<file path="src/rtl/array_arbiter.sv">
// array_arbiter: shares one lookup array between N_REQ requesters.
// Round-robin grant among requesters, background address sweep when idle,
// and a valid-qualified tag pipeline that follows the array read latency so
// every issue yields exactly one in-order response.
module array_arbiter #(
  parameter  int N_REQ      = 2,
  parameter  int ADDR_WIDTH = 2,
  parameter  int DATA_WIDTH = 18,
  parameter  int ARRAY_LAT  = 0,
  localparam int ID_WIDTH   = (N_REQ > 1) ? $clog2(N_REQ) : 1
) (
  input  logic                         clk,
  input  logic                         rst,
  input  logic [N_REQ-1:0]             req_valid,
  input  logic [N_REQ*ADDR_WIDTH-1:0]  req_addr,
  output logic [N_REQ-1:0]             req_ready,
  input  logic                         sweep_en,
  output logic [ADDR_WIDTH-1:0]        arr_addr,
  input  logic signed [DATA_WIDTH-1:0] arr_data,
  output logic                         rsp_valid,
  output logic [ID_WIDTH-1:0]          rsp_id,
  output logic                         rsp_sweep,
  output logic signed [DATA_WIDTH-1:0] rsp_data
);

  logic [ID_WIDTH-1:0]   ptr;
  logic [ID_WIDTH-1:0]   ptr_nxt;
  logic [ID_WIDTH-1:0]   grant_id;
  logic                  grant_any;
  logic                  sweep_issue;
  logic                  issue;
  logic [ADDR_WIDTH-1:0] issue_addr;
  logic [ADDR_WIDTH-1:0] scnt;

  logic [ARRAY_LAT:0]                pv;
  logic [ARRAY_LAT:0]                psw;
  logic [ARRAY_LAT:0][ID_WIDTH-1:0]  pid;

  // Round-robin pick: first valid at or above ptr, else first valid below it.
  always_comb begin
    grant_any = 1'b0;
    grant_id  = '0;
    req_ready = '0;
    if (rst) begin
      for (int i = 0; i < N_REQ; i++) begin
        if (!grant_any && req_valid[i] && (ID_WIDTH'(i) >= ptr)) begin
          grant_any = 1'b1;
          grant_id  = ID_WIDTH'(i);
        end
      end
      for (int i = 0; i < N_REQ; i++) begin
        if (!grant_any && req_valid[i]) begin
          grant_any = 1'b1;
          grant_id  = ID_WIDTH'(i);
        end
      end
      for (int i = 0; i < N_REQ; i++) begin
        req_ready[i] = grant_any && (grant_id == ID_WIDTH'(i));
      end
    end
  end

  // Issue selection: granted requester address, otherwise the sweep counter.
  always_comb begin
    issue_addr  = scnt;
    sweep_issue = rst && (req_valid == '0) && sweep_en;
    issue       = grant_any || sweep_issue;
    ptr_nxt     = (grant_id == ID_WIDTH'(N_REQ - 1)) ? '0 : grant_id + 1'b1;
    for (int i = 0; i < N_REQ; i++) begin
      if (grant_any && (grant_id == ID_WIDTH'(i))) begin
        issue_addr = req_addr[i*ADDR_WIDTH +: ADDR_WIDTH];
      end
    end
  end

  // Arbitration state and the registered array address.
  always_ff @(posedge clk) begin
    if (!rst) begin
      ptr      <= '0;
      scnt     <= '0;
      arr_addr <= '0;
    end else begin
      if (grant_any)   ptr      <= ptr_nxt;
      if (sweep_issue) scnt     <= scnt + 1'b1;
      if (issue)       arr_addr <= issue_addr;
    end
  end

  // Tag pipeline: one stage for the address register plus ARRAY_LAT stages.
  always_ff @(posedge clk) begin
    if (!rst) begin
      pv  <= '0;
      psw <= '0;
      pid <= '0;
    end else begin
      pv[0]  <= issue;
      psw[0] <= sweep_issue;
      pid[0] <= grant_id;
      for (int s = 1; s <= ARRAY_LAT; s++) begin
        pv[s]  <= pv[s-1];
        psw[s] <= psw[s-1];
        pid[s] <= pid[s-1];
      end
    end
  end

  // Response capture: strobe for one cycle, payload holds between responses.
  always_ff @(posedge clk) begin
    if (!rst) begin
      rsp_valid <= 1'b0;
      rsp_id    <= '0;
      rsp_sweep <= 1'b0;
      rsp_data  <= '0;
    end else begin
      rsp_valid <= pv[ARRAY_LAT];
      if (pv[ARRAY_LAT]) begin
        rsp_id    <= pid[ARRAY_LAT];
        rsp_sweep <= psw[ARRAY_LAT];
        rsp_data  <= arr_data;
      end
    end
  end

endmodule

</file>
<file path="config.mk">
export PLATFORM = sky130hd
export DESIGN_NAME = array_arbiter
export DESIGN_NICKNAME = d
export VERILOG_FILES = /design/src/rtl/array_arbiter.sv
export SDC_FILE = /design/constraint.sdc
export NUM_CORES = 1
export LEC_CHECK = 0
export BUFFER_PORTS_ARGS = -buffer_cell sky130_fd_sc_hd__buf_4
export CORE_MARGIN = 2
export CORE_UTILIZATION = 45
export CTS_CLUSTER_SIZE = 12
export DETAILED_ROUTE_END_ITERATION = 10
export GPL_TIMING_DRIVEN = 0
export PLACE_DENSITY = 0.77
export SETUP_SLACK_MARGIN = 0.4
export SYNTH_ARGS = -nofsm -noshare
export SYNTH_HDL_FRONTEND = slang
export SYNTH_SLANG_ARGS = --single-unit
</file>
<file path="constraint.sdc">
create_clock -name clk -period 1.15 [get_ports clk]
set_input_delay 0.115 -clock clk [delete_from_list [all_inputs] [get_ports clk]]
set_output_delay 0.115 -clock clk [all_outputs]
set_load 0.1 [all_outputs]
</file>
After elaboration in Yosys (flattened, before gate mapping)
Cells that the tools add are included.
W data, S select, Z words.
Storage, ports and cells
  word-level logic and storage cells: 50
  input port bits: 27
  output and inout bits: 25
  flip-flop bits (word level): 29
Operators by class
  magnitude comparators: 2
  muxes and demuxes: 18
  reductions and logical operators: 16
  bitwise operators: 2
  add/sub/neg operators: 2
Operator list (count)
  $mux W1: 15
  $logic_and A1 B1 Y1: 11
  $mux W2: 3
  $logic_not A1 Y1: 3
  $add A2 B1 Y2 const B: 1
  $ge A1 B1 Y1 const A: 2
  $logic_not A2 Y1: 1
  $not A1 Y1: 2
  $add A1 B1 Y1 const B: 1
  $logic_or A1 B1 Y1: 1

Depth between registers and ports, before layout
Gate-level depths: netlist of the first run.
  depth after elaboration: 22
  gate-level depth with buffers: 4
  depth with buffers taken out: 3

Worst setup path before layout of the first run
No wires, ideal clock.
  path kind: reg-to-output
  start point: reg ptr
  end point: out req_ready[1]
  slack: -250 ps
  stages on the path, launching flop included: 3
  data arrival time: 1285 ps
  required time: 1035 ps
  buffers on the path: 0
  cell sequence: dfxtp_1 > nand2b_1 > and3_1
On the way
  longest elaborated chain between the ends: 19
  elaborated cells between the ends (all ways): 24
  those cells by class: 2 x order compare; 13 x mux; 9 x reduce/logical
RTL lines
  from (decl): RTL line 26  | logic [ID_WIDTH-1:0] ptr;
  from (signal assigned): RTL line 83  | if (grant_any) ptr <= ptr_nxt;
  $ge A1 B1 Y1: RTL line 46  | if (!grant_any && req_valid[i] && (ID_WIDTH'(i) >= ptr)) begin
  $logic_and A1 B1 Y1: RTL line 46
  $mux W1: RTL line 46
  $mux W1: RTL line 44  | if (rst) begin
  $logic_not A1 Y1: RTL line 46
  $logic_and A1 B1 Y1 (2 in series): RTL line 46
  $mux W1: RTL line 46
  $mux W1: RTL line 44
  [... 2 more ...]
  $mux W1: RTL line 52  | if (!grant_any && req_valid[i]) begin
  $mux W1: RTL line 44
  $logic_not A1 Y1: RTL line 52
  $logic_and A1 B1 Y1: RTL line 52
  $mux W1: RTL line 52
  $mux W1: RTL line 44
  $logic_and A1 B1 Y1 *: RTL line 58  | req_ready[i] = grant_any && (grant_id == ID_WIDTH'(i));
  $mux W2 *: RTL line 44
  to (decl): RTL line 16  | output logic [N_REQ-1:0] req_ready,
Every way passes the cells marked *; elsewhere a longest branch is shown, timed or not. The select of a mux whose other input is x is not followed.

Worst setup path after layout of the first run
Same ends and word-level chain as after synthesis.

==> results of run 1 <==
==> worst paths after layout <==
kind,startpoint,end,slack (ns),cells past startpoint
setup / recovery,ptr,req_ready[1],-0.12,3
hold / removal,arr_data[17],rsp_data[17],0.06,3
setup reg to reg,ptr,arr_addr[0],-0.04,5
hold reg to reg,pid,rsp_id,0.51,2
==> cell usage after synthesis (3+ instances only) <==
| cell | n |
|---|---|
| dfxtp_1 | 29 |
| clkbuf_1 | 4 |
| and2_1 | 4 |
| mux2i_1 | 20 |
| and3_1 | 3 |
| nor2b_1 | 20 |
| buf_4 | 3 |
==> per-layer routing <==
metal	track usage	wire, µm
met5	0	0
met3	0.07104	259
met2	0.4683	2288
met1	0.2677	1510
met4	0.08750	149
==> worst reg2reg max path, delay by kind of cell (launching register included) <==
kind | cells | cell delay [ns]
simple gates | 2 | 0.36
flops | 1 | 0.34
buf+inv | 2 | 0.26
compound gates | 1 | 0.16
==> layout make-up <==
type,instances,area [µm²]
multi-input cells,68,590.6
well taps,30,37.54
fillers,74,161.4
repair buffers,63,853.3
inverters,2,7.507
flip-flops and latches,29,668.1
plain buffers,8,77.57
clock buffers,8,58.81
==> what timing repair did <==
item,4_1_cts,5_1_grt
hold buffers,0,0
buffers inserted,6,5
setup endpoints to repair,50,52
resized for setup,86,10
cloned,2,0
pin swaps,2,1
==> sequential cells by signal, summed over array words and instances (netlist names) <==
signal     count
arr_addr       2
rsp_valid      1
pv             1
scnt           2
rsp_id         1
psw            1
rsp_data      18
rsp_sweep      1
ptr            1
pid            1
==> power breakdown <==
part,leakage (nW),internal [mW],switching (mW)
Combinational,0.695,0.437,0.560
Clock,0.0326,0.302,0.361
Sequential,0.255,1.05,0.0633
Total,0.983,1.78,0.984
==> kinds of logic after synthesis <==
logic type	count (synthesis)
simple gates	38
mux	20
buf+inv	10
xor+xnor	2
compound gates	8
flops	29
==> layout by cell type, fill, tap and decap left out, types with 2 or more instances in the layout <==
cell type	count
nor2b_1	20
xor2_1	2
dfxtp_1	3
dfxtp_4	22
nand4_1	2
buf_16	2
and3_4	3
buf_12	27
a31oi_1	2
and2_1	3
dfxtp_2	4
mux2i_1	15
buf_6	5
o41ai_2	2
buf_4	31
clkbuf_1	5
buf_8	2
inv_1	2
mux2i_2	5
nor2_1	2
clkbuf_4	5
==> metrics by stage <==
step / area, µm² / setup TNS [ns]
after global routing: 2293 / -0.4584
after CTS: 2221 / -0.1449
after global placement: 1707 / 0
after floorplan: 1294 / 0
after detailed placement: 1707 / -0.01528
final: 2293 / -0.2497
==> Implementation_results.wiki, run 1 <==
{| class="wikitable"
! Metric !! Value
|-
| Number of synthesis warnings || 0
|-
| Critical path, cell by cell || nand2b_4 -> and3_4 -> buf_12
|-
| Final hold violations || 0
|-
| Crit path buf inv count || 1
|-
| Later-pin clock latency in the skew report || 0.32 ns
|-
| ANT cells || 0
|-
| PwrDens || 1207 nW/µm²
|-
| Synthesized area per cell || 10.86 µm²
|-
| Number of nets in the layout || 204
|-
| Total of endpoints with negative setup slack in the final report || 4
|-
| Total die area || 3006 µm²
|-
| Total detailed-routing wirelength || 4209 µm
|-
| Library cell occupying the most area in the post-synthesis netlist || dfxtp_1
|-
| CTS tree || built
|-
| Xor/xnor share of the synthesized area || 0.01507
|-
| Placer's final routability congestion estimate || 0.7378
|-
| Leak pwr || 0.9826 nW
|-
| Via-per-instance ratio || 5.192
|-
| Initial DRC Count || 26
|-
| Share of the yosys chip area belonging to registers || 0.4995
|-
| Multiplexer share of the synthesized area || 0.1722
|-
| Top-level port count || 52
|-
| Status || finished, violations left
|-
| Class of the worst hold path || in -> reg
|-
| All-Layer GR Usage || 0.2523
|-
| Library cells used by synthesis || 23
|-
| Synthesized net count || 134
|-
| Via count of the first global-routing pass || 1035
|-
| Fraction of final layout cells with drive strength greater than 1 || 0.6404
|-
| # placed instances || 187
|-
| # Max-Cap Violations || 0
|-
| Achievable clock frequency || 0.7891 GHz
|-
| CP delay by family, top || flip-flops
|-
| Starting density of the core || 0.4735
|-
| Largest family of logic cells by synthesized area || simple AND/OR/NAND/NOR gates
|-
| First-pass iteration count of the detailed router || 4
|-
| Critical path startpoint category || flip-flop
|-
| Synth async-reset ratio || 0
|-
| Die Y || 54.83 µm
|-
| Clock-pin slew of the registers on the worst-case setup and hold paths || 0.09 ns
|-
| Netlist Area Pre-Place || 1162 µm²
|-
| Via count || 1080
|-
| Utilization after layout || 0.9343
|-
| Req. time, crit path || 1.03 ns
|-
| Synth area leaders || dfxtp_1 50%, mux2i_1 17%, nor2b_1 11%, and2_1 2.2%, nor4bb_4 2.2%
|-
| Std-Cell Core Area || 2455 µm²
|-
| Shortest period the worst path allows || 1.267 ns
|-
| Drc violations || 0
|-
| Die boundary width || 54.83 µm
|-
| TritonCTS sink count || 29
|-
| Worst Clk Skew || 0.007500 ns
|-
| Area grow syn2layout || 97.31%
|-
| Area share of the leading cell type in the synthesized netlist || 0.4995
|-
| Total number of H-tree levels || 2
|-
| Post-synth EDFFs || 0
|-
| CP max-delay cell || dfxtp_2
|-
| Highest fanout seen on the critical path || 3
|-
| Std cell rows || 18
|-
| Crit Path Category || reg -> out
|-
| Number of antenna-violating nets in the routed design || 0
|-
| Area share of fa/ha/maj cells after synthesis || 0
|-
| Max Transition Viols Final || 0
|-
| CTS Root Buffer Type || clkbuf_4
|-
| Final worst-path setup slack || -0.1173 ns
|-
| Delay of the slowest critical-path stage || 0.35 ns
|-
| Count of placed standard cells in the final layout, fillers left out || 208
|-
| Worst Hold Slack || 0.06437 ns
|-
| Half-perimeter wire length after detailed placement || 1821 µm
|-
| Arrival time of the worst setup path || 1.15 ns
|-
| Share of synthesized cell area in and, or, nand and nor gates || 0.2185
|-
| Routed wire length per instance || 20.24 µm
|-
| Most used DFF post-synth || dfxtp_1
|-
| Antenna violations before repair || 0
|-
| Number of buffers created by CTS || 5
|-
| Synth Instances || 107
|-
| Place WS || -0.008208 ns
|-
| Worst Setup End Kind || output pin
|-
| Maximum number of pins on one net before global-route repair || 11
|-
| Total gr overflow || 0
|-
| RSZ-0062 raised after global routing || yes
|-
| Global-route wire length before repair || 5092 µm
|-
| Failing checks || setup timing
|-
| Tot Pwr || 2.769 mW
|-
| Compound-cell area share of the yosys netlist || 0.05167
|-
| Maximum number of buffers from clock root to sink || 2
|-
| Worst max-slew margin expressed relative to the limit || 0.6858
|-
| Maximum resistive drop on vdd || 0.001188 V
|-
| Post-synthesis register bit count || 29
|-
| Worst Max-Slew Pin Slew || 0.4714 ns
|-
| Part of the cycle the worst path needs || 1.102
|-
| Number of port buffers || 50
|}
(Power assumes the default switching activity.)
==> inputs of run 2 (changes only) <==
Settings changed: ABC_AREA set to 1, PLACE_DENSITY 0.77 to 0.78.
==> run 2 against run 1 <==
The run now fails in global routing. Area after synthesis shrank 4.1%. Synthesized cell count grew 39%.
==> Implementation_results.wiki, run 2 <==
{| class="wikitable"
! Metric !! Value
|-
| Synthesized area per cell || 7.482 µm² (-31%)
|-
| Share of synthesized cell area in and, or, nand and nor gates || 0.2424 (+0.02391)
|-
| Synth area leaders || dfxtp_1 52%, nor2_1 13%, o21ai_0 9.9%, inv_1 6.7%, nand2_1 3.7%
|-
| Most used DFF post-synth || dfxtp_1
|-
| Number of port buffers || 51 (+2.0%)
|-
| Area share of fa/ha/maj cells after synthesis || 0 (unchanged)
|-
| Library cells used by synthesis || 17 (-26%)
|-
| Half-perimeter wire length after detailed placement || 2043 µm (+12%)
|-
| CTS Root Buffer Type || clkbuf_4
|-
| Post-synth EDFFs || 0 (unchanged)
|-
| Maximum number of pins on one net before global-route repair || 11
|-
| Compound-cell area share of the yosys netlist || 0.1403 (+0.08862)
|-
| # placed instances || 230 (+23%)
|-
| Place WS || 0.01286 ns (+0.02107 ns)
|-
| Share of the yosys chip area belonging to registers || 0.5208 (+0.02130)
|-
| Largest family of logic cells by synthesized area || simple AND/OR/NAND/NOR gates
|-
| Netlist Area Pre-Place || 1115 µm² (-4.1%)
|-
| Number of synthesis warnings || 0 (unchanged)
|-
| Stage at which the run stopped || global routing
|-
| Multiplexer share of the synthesized area || 0 (-0.1722)
|-
| Number of buffers created by CTS || 5 (unchanged)
|-
| Library cell occupying the most area in the post-synthesis netlist || dfxtp_1
|-
| TritonCTS sink count || 29 (unchanged)
|-
| Synth Instances || 149 (+39%)
|-
| Die Y || 53.78 µm (-1.9%)
|-
| Worst endpoint type || primary output
|-
| Xor/xnor share of the synthesized area || 0 (-0.01507)
|-
| Top-level port count || 52 (unchanged)
|-
| Status || stopped before the end
|-
| Die boundary width || 53.78 µm (-1.9%)
|-
| Maximum number of buffers from clock root to sink || 2 (unchanged)
|-
| Most common library cells after synthesis || 40 x nor2_1, 29 x dfxtp_1, 22 x o21ai_0
|-
| Post-synthesis register bit count || 29 (unchanged)
|-
| Placer's final routability congestion estimate || 0.7548 (+2.3%)
|-
| Starting density of the core || 0.4626 (-0.01088)
|-
| Synth async-reset ratio || 0 (unchanged)
|-
| Area share of the leading cell type in the synthesized netlist || 0.5208 (+0.02130)
|-
| Endpoint pin with the least setup slack after global-route repair || req_ready[1]
|-
| Most used standard cell by instance count after synthesis || nor2_1
|-
| Total number of H-tree levels || 2 (unchanged)
|-
| Synthesized net count || 176 (+31%)
|-
| Std cell rows || 18 (unchanged)
|-
| Tool error message || [ERROR DPL-0038] Utilization greater than 100%, impossible to legalize
|}
run 2: cell count changes after synthesis, moves of 3 or more:
cell and change:
inv_1 +18, a21oi_1 +4, and3_1 -3, nor2_1 +38, nand3_1 +4, mux2i_1 -20
nand2_1 +10, and2_1 -4, nor2b_1 -20, o21ai_0 +21
run 2: repair_timing:
item,4_1_cts
buffers inserted,4
setup endpoints to repair,50
cloned,3
hold buffers,3
endpoints found under the hold margin,3
gates resized for setup,116
pin swaps,8
run 2: stage by stage:
stage,util,area (µm²)
floorplan,-,1240
global placement,0.6890,1660
detailed placement,0.6890,1660
CTS,0.9481,2285
run 2: kinds of logic after synthesis:
group | after synthesis
AND/OR/NAND/NOR | 63
AO/OA/AOI/OAI | 30
flip-flops | 29
buffers and inverters | 27
==> inputs of run 3 (changes only) <==
Settings changed: CORE_AREA set to 2 2 63 65, CORE_MARGIN 2 to not set, CORE_UTILIZATION 45 to not set, CTS_CLUSTER_SIZE 12 to not set, DIE_AREA set to 0 0 65 67, PLACE_DENSITY 0.78 to not set, PLACE_DENSITY_LB_ADDON set to 0.15, SETUP_SLACK_MARGIN 0.4 to not set.
==> run 3 against run 2 <==
The flow now finishes, with violations (setup timing). Area after synthesis stayed put. Synthesized cell count stayed put.
==> Implementation_results.wiki, run 3 <==
{| class="wikitable"
! Metric !! Value
|-
| # Max-Cap Violations || 0
|-
| Shortest period the worst path allows || 1.275 ns
|-
| Synth area leaders || dfxtp_1 52%, nor2_1 13%, o21ai_0 9.9%, inv_1 6.7%, nand2_1 3.7%
|-
| Netlist Area Pre-Place || 1115 µm² (unchanged)
|-
| Crit Path Category || reg -> out
|-
| Drc violations || 0
|-
| Class of the worst hold path || in -> reg
|-
| Std cell rows || 22 (+4)
|-
| Number of flip-flops in the largest register || 18
|-
| Library cells used by synthesis || 17 (unchanged)
|-
| Worst Max-Slew Pin Slew || 0.4574 ns
|-
| Die boundary width || 65 µm (+21%)
|-
| Worst max-slew margin expressed relative to the limit || 0.6951
|-
| Total net switching power || 1.033 mW
|-
| Post-Place Cell Area || 1593 µm² (-4.1%)
|-
| Relative contribution of combinational cells to total power || 0.297
|-
| Detailed route wirelength on metal2 || 1269 µm
|-
| First-pass iteration count of the detailed router || 4
|-
| Registers with the most flip-flops || rsp_data: 18 flops, arr_addr: 2 flops, scnt: 2 flops
|-
| Highest fanout seen on the critical path || 2
|-
| Initial DRC Count || 37
|-
| Placer's final routability congestion estimate || 0.8094 (+7.2%)
|-
| Total die area || 4355 µm²
|-
| Starting density of the core || 0.3092 (-0.1535)
|-
| Post-synthesis register bit count || 29 (unchanged)
|-
| Number of antenna-violating nets in the routed design || 0
|-
| Most used standard cell by instance count after synthesis || nor2_1
|-
| CTS tree || built
|-
| Status || finished, violations left
|-
| Commonest non-fill, non-tap cells in the layout || 53 x buf_4, 40 x nor2_1, 22 x o21ai_0, 22 x dfxtp_2, 17 x inv_1
|-
| Register with the most flip-flops || rsp_data
|-
| Final worst-path setup slack || -0.1246 ns
|-
| Most common library cell in the layout ignoring fill and taps || buf_4
|-
| Arrival time of the worst setup path || 1.16 ns
|-
| Routed wire length per instance || 10.62 µm
|-
| Clock-pin slew of the registers on the worst-case setup and hold paths || 0.06 ns
|-
| Number of synthesis warnings || 0 (unchanged)
|-
| Highest layer used for signal routing || met4
|-
| Via-per-instance ratio || 4.208
|-
| CP max-delay cell || dfxtp_4
|-
| Library cell occupying the most area in the post-synthesis netlist || dfxtp_1
|-
| Critical path, cell by cell || inv_2 -> a21boi_2 -> nand2_2 -> clkinvlp_4 -> buf_12
|-
| Std-Cell Core Area || 3606 µm²
|-
| Pint || 1.847 mW
|-
| Req. time, crit path || 1.03 ns
|-
| RSZ-0062 raised after global routing || yes
|-
| Failing checks || setup timing
|-
| Area share of the leading cell type in the synthesized netlist || 0.5208 (unchanged)
|-
| Achievable clock frequency || 0.7846 GHz
|-
| Metal1 wirelength || 1207 µm
|-
| Post-synth EDFFs || 0 (unchanged)
|-
| Via count || 1090
|-
| Number of port buffers || 51 (unchanged)
|-
| Number of buffers created by CTS || 5 (unchanged)
|-
| Minimum setup slack among reg-to-reg paths || 0.12 ns
|-
| Total met3 wirelength after detailed routing || 227 µm
|-
| Global-route wire length before repair || 4567 µm
|-
| Synth Instances || 149 (unchanged)
|-
| Antenna violations before repair || 0
|-
| Part of the cycle the worst path needs || 1.108
|-
| Fill cells || 360
|-
| Most common library cells after synthesis || 40 x nor2_1, 29 x dfxtp_1, 22 x o21ai_0
|-
| Maximum number of pins on one net before global-route repair || 11
|-
| Total negative setup slack || -0.2172 ns
|-
| Maximum number of buffers from clock root to sink || 2 (unchanged)
|-
| Max Transition Viols Final || 0
|-
| Part of the power in registers || 0.391
|-
| Worst Setup End Kind || output pin
|-
| Final hold violations || 0
|-
| Most used DFF post-synth || dfxtp_1
|-
| Later-pin clock latency in the skew report || 0.27 ns
|-
| ANT cells || 0
|-
| Top-level port count || 52 (unchanged)
|-
| Combined area of the multi-input logic cells || 446.7 µm²
|-
| All-Layer GR Usage || 0.1381
|-
| Count of placed standard cells in the final layout, fillers left out || 259
|-
| Total gr overflow || 0
|-
| Cell area after layout || 1768 µm²
|-
| Total of endpoints with negative setup slack in the final report || 2
|-
| Critical path startpoint category || flip-flop
|-
| Number of nets in the layout || 237
|-
| Delay of the slowest critical-path stage || 0.36 ns
|-
| Clock share of power || 0.312
|-
| Maximum resistive drop on vdd || 0.0005230 V
|-
| Leak pwr || 0.8761 nW
|-
| Area grow syn2layout || 58.59%
|-
| Via count of the first global-routing pass || 1104
|-
| Hold_buf cts || 0 (-3)
|-
| Synthesized area per cell || 7.482 µm² (unchanged)
|-
| Half-perimeter wire length after detailed placement || 1985 µm (-2.9%)
|-
| TritonCTS sink count || 29 (unchanged)
|-
| Area taken by flip-flops and latches || 611.8 µm²
|-
| Worst Clk Skew || 0.003130 ns
|-
| Share of the yosys chip area belonging to registers || 0.5208 (unchanged)
|-
| Synth async-reset ratio || 0 (unchanged)
|-
| CTS Root Buffer Type || clkbuf_8
|-
| Switching share of power || 0.3587
|-
| Fraction of final layout cells with drive strength greater than 1 || 0.4834
|-
| # placed instances || 248 (+7.8%)
|-
| Synthesized net count || 176 (unchanged)
|-
| Total number of H-tree levels || 2 (unchanged)
|-
| PwrDens || 1629 nW/µm²
|-
| Total detailed-routing wirelength || 2750 µm
|-
| Die Y || 67 µm (+25%)
|}
==> run 3: cell counts after synthesis <==
No cell type changed its count.
==> run 3: final timing paths <==
path              cells after the start            to         from
setup / recovery                      5  req_ready[1]          ptr
hold / removal                        3   rsp_data[4]  arr_data[4]
setup reg to reg                      6   arr_addr[0]          ptr
hold reg to reg                       2        rsp_id          pid
==> run 3: through the flow <==
stage | hold WS [ns] | setup slack [ns] | power, mW | utilization
floorplan | 0.2498 | 0.03181 | 1.760 | -
global route | 0.05628 | -0.1776 | 3.026 | 0.4903
global placement | 0.3353 | -0.04474 | 1.964 | 0.4417
finish | 0.05927 | -0.1246 | 2.880 | 0.4903
detailed placement | 0.3417 | -0.03017 | 1.972 | 0.4417
CTS | 0.04917 | -0.1526 | 2.906 | 0.4823
==> run 3: final cells by class <==
class	instances	area share
Sequential cell	29	0.3461
Clock inverter	1	0.002831
Inverter	20	0.04671
Timing Repair Buffer	54	0.2435
Buffer	7	0.01982
Clock buffer	7	0.05449
Tap cell	48	0.03397
Multi-Input combinational cell	93	0.2527
==> run 3: layer usage <==
layer	vias up	GRT usage
li1	589	-
met3	5	0.05236
met1	459	0.1473
met4	0	0.07713
met5	-	0
met2	37	0.2345
==> run 3: what timing repair did <==
| action | 4_1_cts | 5_1_grt |
|---|---|---|
| endpoints found under the setup margin | 2 | 4 |
| resized for setup | 10 | 9 |
| hold endpoints to repair | 0 | 0 |
| pin swaps | 2 | 3 |
| setup buffers | 2 | 1 |
==> run 3: cells by family (layout without fill, tap and decap cells) <==
| family | Yosys count | after routing | synth area share |
|---|---|---|---|
| AOI/OAI and AO/OA | 30 | 30 | 0.1403 |
| buffers and inverters | 27 | 89 | 0.09652 |
| DFF | 29 | 29 | 0.5208 |
| and+or+nand+nor | 63 | 63 | 0.2424 |
==> run 3: power by group through the flow <==
stage / Sequential (mW) / Combinational, mW / Clock (mW)
final: 1.13 / 0.856 / 0.899
after global routing: 1.13 / 0.900 / 0.992
after CTS: 1.12 / 0.848 / 0.932
after detailed placement: 1.15 / 0.827 / 0
after global placement: 1.14 / 0.822 / 0
after floorplan: 1.59 / 0.173 / 0
==> run 3: critical path, delay by kind of cell (launching register included) <==
family	cells	cell delay [ns]
flip-flops	1	0.36
buffers and inverters	3	0.30
AO/OA/AOI/OAI	1	0.13
AND/OR/NAND/NOR	1	0.09
==> inputs of run 4 (changes only) <==
Settings changed: REMOVE_ABC_BUFFERS set to 1, TNS_END_PERCENT set to 20.
==> run 4 against run 3 <==
The run still ends with setup timing left. Cell count down 2.3%. Core utilization down 2.0 points. Sequential power about the same. Design area down 4.2%. Non-clock buffer count down 8. Power down 1.2%. First-iteration DRC count up 51%. Worst setup slack better by 0.0094 ns. Global-route usage up 0.43 points. Critical endpoint unchanged. Largest cell class unchanged.
==> Implementation_results.wiki, run 4 (synthesized netlist as in run 3, its figures left out) <==
{| class="wikitable"
! Metric !! Value
|-
| Reg2reg start || ptr
|-
| Leak pwr || 0.8493 nW (-3.1%)
|-
| Max Transition Viols Final || 0 (unchanged)
|-
| Minimum setup slack among reg-to-reg paths || -0.01 ns (-0.13 ns)
|-
| Crit Path Category || reg -> out
|-
| Class of the worst hold path || in -> reg
|-
| Worst Clk Skew || 0.003365 ns (+0.0002356 ns)
|-
| Die Y || 67 µm (unchanged)
|-
| Clock share of power || 0.313 (about the same)
|-
| ANT cells || 0 (unchanged)
|-
| Achievable clock frequency || 0.7904 GHz (+0.75%)
|-
| Maximum number of buffers from clock root to sink || 2 (unchanged)
|-
| Number of antenna-violating nets in the routed design || 0 (unchanged)
|-
| Highest fanout seen on the critical path || 3 (+1)
|-
| Critical path startpoint category || flip-flop
|-
| Part of the cycle the worst path needs || 1.100 (-0.008214)
|-
| Arrival time of the worst setup path || 1.15 ns (about the same)
|-
| Commonest non-fill, non-tap cells in the layout || 51 x buf_4, 40 x nor2_1, 27 x dfxtp_1
|-
| CP delay by family, top || flip-flops
|-
| Clock-pin slew of the registers on the worst-case setup and hold paths || 0.06 ns (about the same)
|-
| Crit. path cell count || 5 (unchanged)
|-
| Worst max-slew margin expressed relative to the limit || 0.8143 (+0.1193)
|-
| Top-level port count || 52 (unchanged)
|-
| Half-perimeter wire length after detailed placement || 1966 µm (-0.97%)
|-
| Die boundary width || 65 µm (unchanged)
|-
| Via-per-instance ratio || 4.478 (+6.4%)
|-
| Antenna violations before repair || 0 (unchanged)
|-
| Number of flip-flops in the largest register || 18 (unchanged)
|-
| TritonCTS sink count || 29 (unchanged)
|-
| Pint || 1.821 mW (-1.4%)
|-
| Final worst-path setup slack || -0.1152 ns (+0.009446 ns)
|-
| Fraction of final layout cells with drive strength greater than 1 || 0.3561 (-0.1273)
|-
| Number of nets in the layout || 231 (-2.5%)
|-
| End of the worst register-to-register path || arr_addr[0]
|-
| Total of endpoints with negative setup slack in the final report || 4 (+2)
|-
| Worst Max-Slew Pin Slew || 0.2785 ns (-0.1789 ns)
|-
| Relative contribution of combinational cells to total power || 0.290 (-0.007)
|-
| Place WS || -0.5046 ns (-0.4745 ns)
|-
| Std-Cell Core Area || 3606 µm² (unchanged)
|-
| Number of buffers created by CTS || 5 (unchanged)
|-
| All-Layer GR Usage || 0.1424 (+0.004306)
|-
| Post-Place Cell Area || 1525 µm² (-4.2%)
|-
| Registers with the most flip-flops || rsp_data: 18 flops, arr_addr: 2 flops, scnt: 2 flops
|-
| Shortest period the worst path allows || 1.265 ns (-0.009446 ns)
|-
| Failing checks || setup timing
|-
| Cell area after layout || 1694 µm² (-4.2%)
|-
| Req. time, crit path || 1.03 ns (about the same)
|-
| Initial DRC Count || 56 (+51%)
|-
| Number of port buffers || 51 (unchanged)
|-
| CTS Root Buffer Type || clkbuf_8
|-
| Register with the most flip-flops || rsp_data
|-
| CTS tree || built
|-
| Via count of the first global-routing pass || 1129 (+2.3%)
|-
| Area grow syn2layout || 51.96%
|-
| Hold Path Cell Cnt || 3 (unchanged)
|-
| Std cell rows || 22 (unchanged)
|-
| Later-pin clock latency in the skew report || 0.27 ns (about the same)
|-
| Total die area || 4355 µm² (unchanged)
|-
| Hold_buf cts || 0 (unchanged)
|-
| Total gr overflow || 0 (unchanged)
|-
| Global-route wire length before repair || 4733 µm (+3.6%)
|-
| CP max-delay cell || dfxtp_2
|-
| Startpoint of the lowest-slack hold path || arr_data[17]
|-
| Via count || 1133 (+3.9%)
|-
| Maximum resistive drop on vdd || 0.0007022 V (+34%)
|-
| Drc violations || 0 (unchanged)
|-
| RSZ-0062 raised after global routing || yes
|-
| Maximum number of pins on one net before global-route repair || 31 (+20)
|-
| Worst Setup End Kind || output pin
|-
| First-pass iteration count of the detailed router || 5 (+1)
|-
| # Max-Cap Violations || 0 (unchanged)
|-
| Status || finished, violations left
|-
| Most common library cell in the layout ignoring fill and taps || buf_4
|-
| Final hold violations || 0 (unchanged)
|-
| Worst Hold End || rsp_data[17]
|-
| Total net switching power || 1.024 mW (-0.90%)
|-
| Fill cells || 386 (+7.2%)
|-
| Switching share of power || 0.3599 (+0.001247)
|-
| Count of cells along the worst register-to-register path || 7 (+1)
|-
| Crit path buf inv count || 3 (unchanged)
|-
| Starting density of the core || 0.3092 (unchanged)
|-
| Delay of the slowest critical-path stage || 0.33 ns (-0.03 ns)
|-
| Part of the power in registers || 0.396 (+0.005)
|-
| Routed wire length per instance || 11.08 µm (+4.3%)
|-
| Placer's final routability congestion estimate || 0.7910 (-2.3%)
|-
| Critical path, cell by cell || inv_1 -> a21boi_1 -> nand2_1 -> inv_2 -> buf_12
|-
| Total number of H-tree levels || 2 (unchanged)
|-
| PwrDens || 1679 nW/µm² (+3.1%)
|-
| Total detailed-routing wirelength || 2802 µm (+1.9%)
|}
## run 4: layer usage
| metal | GRT usage | share of wire |
|---|---|---|
| met5 | 0 | 0 |
| met4 | 0.05585 | 0.014 |
| met3 | 0.05405 | 0.089 |
| met2 | 0.2461 | 0.48 |
| met1 | 0.1576 | 0.42 |
## run 4: cell type report
cell class,instances,area (µm²),share of cell area
clock buffers,7,96.34,0.05687
repair inverters,2,15.01,0.008863
flip-flops and latches,29,585.6,0.3456
inverters,20,78.83,0.04653
repair buffers,53,422.9,0.2496
clock inverters,1,5.005,0.002954
multi-input cells,93,430.4,0.2541
well taps,48,60.06,0.03545
## run 4: per-stage QoR
stage | utilization | total power [mW] | hold slack [ns] | cells | setup TNS [ns]
2_1_floorplan | - | 1.723 | 0.2126 | 142 | -2.608
5_1_grt | 0.4698 | 2.997 | 0.06799 | 253 | -1.058
4_1_cts | 0.4677 | 2.885 | 0.05833 | 252 | -0.2445
3_3_place_gp | 0.4230 | 1.939 | 0.3373 | 241 | -8.446
6_report | 0.4698 | 2.844 | 0.06500 | 253 | -0.2446
3_5_place_dp | 0.4230 | 1.951 | 0.3458 | 241 | -9.645
## run 4: how the worst max path moves through the flow
stage	start	end	slack (ns)
after global placement	pv	rsp_data[14]	-0.43
after CTS	ptr	req_ready[0]	-0.13
after global routing	ptr	req_ready[1]	-0.20
final	ptr	req_ready[1]	-0.12
after detailed placement	pv	rsp_data[5]	-0.50
after floorplan	arr_addr[0]	arr_addr[0]	-0.24
## run 4: worst min-delay path, cell delays in order
cell and delay (ns):
buf_4 0.07, nor2_1 0.03, nor2_1 0.08
## run 4: power groups by stage
| stage | clock network [mW] | logic (mW) | registers [mW] |
|---|---|---|---|
| finish | 0.891 | 0.826 | 1.13 |
| global route | 0.991 | 0.869 | 1.14 |
| CTS | 0.930 | 0.829 | 1.13 |
| detailed placement | 0 | 0.806 | 1.14 |
| global placement | 0 | 0.798 | 1.14 |
| floorplan | 0 | 0.147 | 1.58 |
## run 4: repair_timing
item                                    4_1_cts  5_1_grt
gates cloned                                  1        1
setup buffers                                 2        0
endpoints found under the setup margin       22       22
resized for setup                            14        1
